$ cat config.mk
export PLATFORM = sky130hd
export DESIGN_NAME = memory_fifo_ctrl
export DESIGN_NICKNAME = d
export VERILOG_FILES = /design/src/rtl/memory_fifo_ctrl.sv
export SDC_FILE = /design/constraint.sdc
export NUM_CORES = 1
export LEC_CHECK = 0
export CAP_MARGIN = 20
export CORE_UTILIZATION = 37
export CTS_CLUSTER_DIAMETER = 100
export DETAILED_ROUTE_END_ITERATION = 8
export PLACE_DENSITY = 0.78
export REMOVE_ABC_BUFFERS = 1
export SYNTH_ARGS = -nofsm -noshare
export SYNTH_HDL_FRONTEND = slang
export SYNTH_SLANG_ARGS = --single-unit
$ cat constraint.sdc
create_clock -name clock -period 3.1 [get_ports clock]
set_input_delay 0.775 -clock clock [delete_from_list [all_inputs] [get_ports clock]]
set_output_delay 0.775 -clock clock [all_outputs]
set_load 0.05 [all_outputs]
$ cat src/rtl/memory_fifo_ctrl.sv
// memory_fifo_ctrl: queue controller driving an external 1-cycle-latency RAM.
// Holds pointers, occupancy and sticky error flags; no storage array here.
`default_nettype none

module memory_fifo_ctrl #(
  parameter int DATA_WIDTH = 10,
  parameter int ADDR_WIDTH = 4,
  parameter int DEPTH      = 16
) (
  input  logic                  clock,
  input  logic                  reset,
  input  logic                  push,
  input  logic [DATA_WIDTH-1:0] push_data,
  input  logic                  pop,
  output logic [DATA_WIDTH-1:0] pop_data,
  output logic                  pop_valid,
  output logic                  full,
  output logic                  empty,
  output logic [ADDR_WIDTH:0]   count,
  output logic                  overflow,
  output logic                  underflow,
  input  logic                  clear_err,
  output logic                  mem_write,
  output logic [DATA_WIDTH-1:0] mem_datain,
  output logic [ADDR_WIDTH-1:0] mem_addr_w,
  output logic                  mem_read,
  output logic [ADDR_WIDTH-1:0] mem_addr_r,
  input  logic [DATA_WIDTH-1:0] mem_dataout
);

  localparam logic [ADDR_WIDTH:0]   FULL_COUNT = (ADDR_WIDTH+1)'(DEPTH);
  localparam logic [ADDR_WIDTH:0]   COUNT_ONE  = (ADDR_WIDTH+1)'(1);
  localparam logic [ADDR_WIDTH-1:0] PTR_ONE    = (ADDR_WIDTH)'(1);

  logic [ADDR_WIDTH-1:0] wr_ptr;
  logic [ADDR_WIDTH-1:0] rd_ptr;
  logic                  push_acc;
  logic                  pop_acc;
  logic [ADDR_WIDTH:0]   count_next;

  // Acceptance looks only at the registered flags; reset also blocks RAM strobes.
  assign push_acc   = push & ~full & ~reset;
  assign pop_acc    = pop & ~empty & ~reset;

  assign mem_write  = push_acc;
  assign mem_datain = push_data;
  assign mem_addr_w = wr_ptr;
  assign mem_read   = pop_acc;
  assign mem_addr_r = rd_ptr;
  assign pop_data   = mem_dataout;

  always_comb begin
    count_next = count;
    case ({push_acc, pop_acc})
      2'b10:   count_next = count + COUNT_ONE;
      2'b01:   count_next = count - COUNT_ONE;
      default: count_next = count;
    endcase
  end

  always_ff @(posedge clock or posedge reset) begin
    if (reset) begin
      wr_ptr    <= '0;
      rd_ptr    <= '0;
      count     <= '0;
      full      <= 1'b0;
      empty     <= 1'b1;
      pop_valid <= 1'b0;
    end else begin
      if (push_acc) wr_ptr <= wr_ptr + PTR_ONE;
      if (pop_acc)  rd_ptr <= rd_ptr + PTR_ONE;
      count     <= count_next;
      full      <= (count_next == FULL_COUNT);
      empty     <= (count_next == '0);
      pop_valid <= pop_acc;
    end
  end

  // A rejection in the same cycle as clear_err wins, keeping the flag set.
  always_ff @(posedge clock or posedge reset) begin
    if (reset) begin
      overflow  <= 1'b0;
      underflow <= 1'b0;
    end else begin
      if (push & full)     overflow <= 1'b1;
      else if (clear_err)  overflow <= 1'b0;
      if (pop & empty)     underflow <= 1'b1;
      else if (clear_err)  underflow <= 1'b0;
    end
  end

endmodule

`default_nettype wire

==> results.cfg <==
[floorplanning]
io_pins = 65
die_w_um = 56.74
start_util_pct = 39.52
die_area_sq_um = 3219
rows = 19
core_area_sq_um = 2805
dieHeight_um = 56.74

[drt]
postRouteAntennaNets = 0
via_count = 733
routed_wirelength_um = 2262
drc = 6
drt-vias-per-instance = 5.162
drt-initial-drc-count = 15
first_pass_iters = 6
wl_per_cell_um = 15.93

[clock_network]
post_cts_buffers = 0
clkTransAtPathRegs_ns = 0.09
cts_tree = done
htreeDepth = 1
cts_buffers = 3
cts_buffer_depth = 2
root_buffer = clkbuf_4
clkLatencyLatePin_ns = 0.29
cts_resized = 0
clock-sinks = 18
ctsHoldBuffers = 0

[finish]
final_cell_mix = clkdlybuf4s50_1, dfrtp_1, nand2_1, xnor2_1, ha_1
final_cells = 142
drive_gt1_share_pct = 18.92
layout_commonest_cell = clkdlybuf4s50_1
syn_to_final_growth_pct = 16.70
diodes = 0
post-route-util_pct = 46.12
stdcell_area_sq_um = 1294
finish.net_count = 142

[worst_setup_path]
worstSetupEndpointType = flip-flop
cp_slowest_stage_delay_ns = 0.47
crit_slowest_cell = clkdlybuf4s50_1
required_ns = 3.32
rr_startpoint = full$_DFF_PP0_
cp_cell_sequence = clkdlybuf4s50_1 > nor3b_2 > inv_1 > ha_1 > xor2_1 > ha_1 > buf_4 > a21oi_1 > xnor2_1 > and4bb_1 > a21oi_2 > nor3b_2
rrSetupSlack_ns = 0.83
startpoint_type = input port
crit_arrival_ns = 3.06
startpoint = reset
crit_type = in2reg
crit_fanout = 3

[sta]
finClkSkew_ns = 0.003874
rsz0062_at_grt = no
setup_ws_ns = 0.2639
hold_violations = 0
max-slew-margin-rel_pct = 54.66
tightest_slew_ns = 0.6794
whs_ns = 0.4730
min_period_ns = 2.836
setup_viol_count_final = 0
drv_slew = 0
period_share_pct = 91.49
fmax_mhz = 352.6
setup_tns_ns = 0

[grt]
antenna_found_initial = 0
met1_usage_pct = 21.27
grt.total_usage_pct = 14.93
grtUsageMet3_pct = 8.295
met2_usage_pct = 19.39
busiest_layer = met1
grt_pass1_wl_um = 3643
overflow = 0
grt_max_degree = 19
grt_pass1_vias = 737

[logic_synthesis]
yosysWarnings = 0
yosysSeqAreaShare_pct = 40.74
synth_area_leaders = dfrtp_1, buf_4, ha_1
synth_area_sq_um = 1109
ys_ff_latch = 18
synth_area_per_cell_sq_um = 10.87
synth_top_area_cell = dfrtp_1
synth_top_area_share_pct = 38.37
synth.distinct_cells = 33
synth_cells = 102

[place]
dp_hpwl_um = 1737
place_area_sq_um = 1257
dp_cells = 138
gp_congestion = 0.7329
portBuffers = 24
place_ws_ns = -0.03621

[run_status]
violations = DRC
outcome = complete, but fails checks

[hold_path]
hp-start = mem_addr_r[3]$_DFFE_PP0N_
hold_path.class = reg2reg

[job]
maxCapViolCount = 0

[power_and_ir_drop]
irDropWorstVdd_v = 0.0005656
powerDensity_nw_per_um2 = 1212
p_leak_nw = 0.5352
p_total_mw = 1.568
synth_stat cells (all sizes together):
cell / n
nand3: 1
o211ai: 1
and3b: 1
nor2b: 3
nor3: 2
a21oi: 2
a221oi: 1
dfrtp: 17
o21a: 1
a31oi: 1
a211o: 1
inv: 4
nor2: 3
o221ai: 1
buf: 23
xor2: 4
nand4: 2
ha: 5
mux2: 3
nand2b: 1
and2: 1
dfstp: 1
nor3b: 4
nand2: 6
xnor2: 7
o22a: 1
and4bb: 1
o21ai: 4
worst paths after layout:
| kind | cells past startpoint | end |
|---|---|---|
| setup / recovery | 12 | full$_DFF_PP0_ |
| hold / removal | 1 | mem_addr_r[3]$_DFFE_PP0N_ |
| setup reg to reg | 11 | full$_DFF_PP0_ |
| hold reg to reg | 1 | mem_addr_r[3]$_DFFE_PP0N_ |
| max in group asynchronous | 2 | mem_addr_r[1]$_DFFE_PP0N_ |
| min in group asynchronous | 2 | mem_addr_w[2]$_DFFE_PP0P_ |
report_power, final:
group	internal, mW	switching [mW]	total [mW]
Combinational	0.375	0.577	0.951
Clock	0.0716	0.0700	0.142
Sequential	0.340	0.135	0.475
Total	0.786	0.782	1.57
routing by layer:
metal / up-vias / share of wire (%)
li1: 342 / -
met1: 349 / 51
met2: 40 / 40
met3: 2 / 8.0
met4: 0 / 0.62
met5: - / 0
sequential cells by signal, indices dropped and copies added, names as in the netlist:
register and cells:
count 5, mem_addr_r 4, mem_addr_w 4, empty 1
full 1, overflow 1, pop_valid 1, underflow 1
cell type report:
cell class                 instances  area, sq um
clock buffer                       4        36.28
sequential                        18        451.7
tap                               31        38.79
timing repair buffer              28        290.3
inverter                           4        15.01
multi-input combinational         57        461.7
fill                             278         1511
critical path: cells and delay by family:
family                   cells  cell delay [ns]
AO/OA/AOI/OAI                2             0.20
buffers and inverters        3             0.70
adder cells (fa/ha/maj)      2             0.44
XOR/XNOR                     2             0.32
AND/OR/NAND/NOR              3             0.63
logic make-up (layout without fill, tap and decap cells):
group / Yosys count / after routing / synth area share [%]
muxes: 3 / 3 / 3.047
buffers and inverters: 27 / 36 / 17.61
and+or+nand+nor: 25 / 25 / 13.88
DFF: 18 / 18 / 40.75
AOI/OAI and AO/OA: 13 / 13 / 9.705
adders and majority gates: 5 / 5 / 5.643
xor gates and xnor gates: 11 / 11 / 9.368
Power figures use the tool's default switching activity.
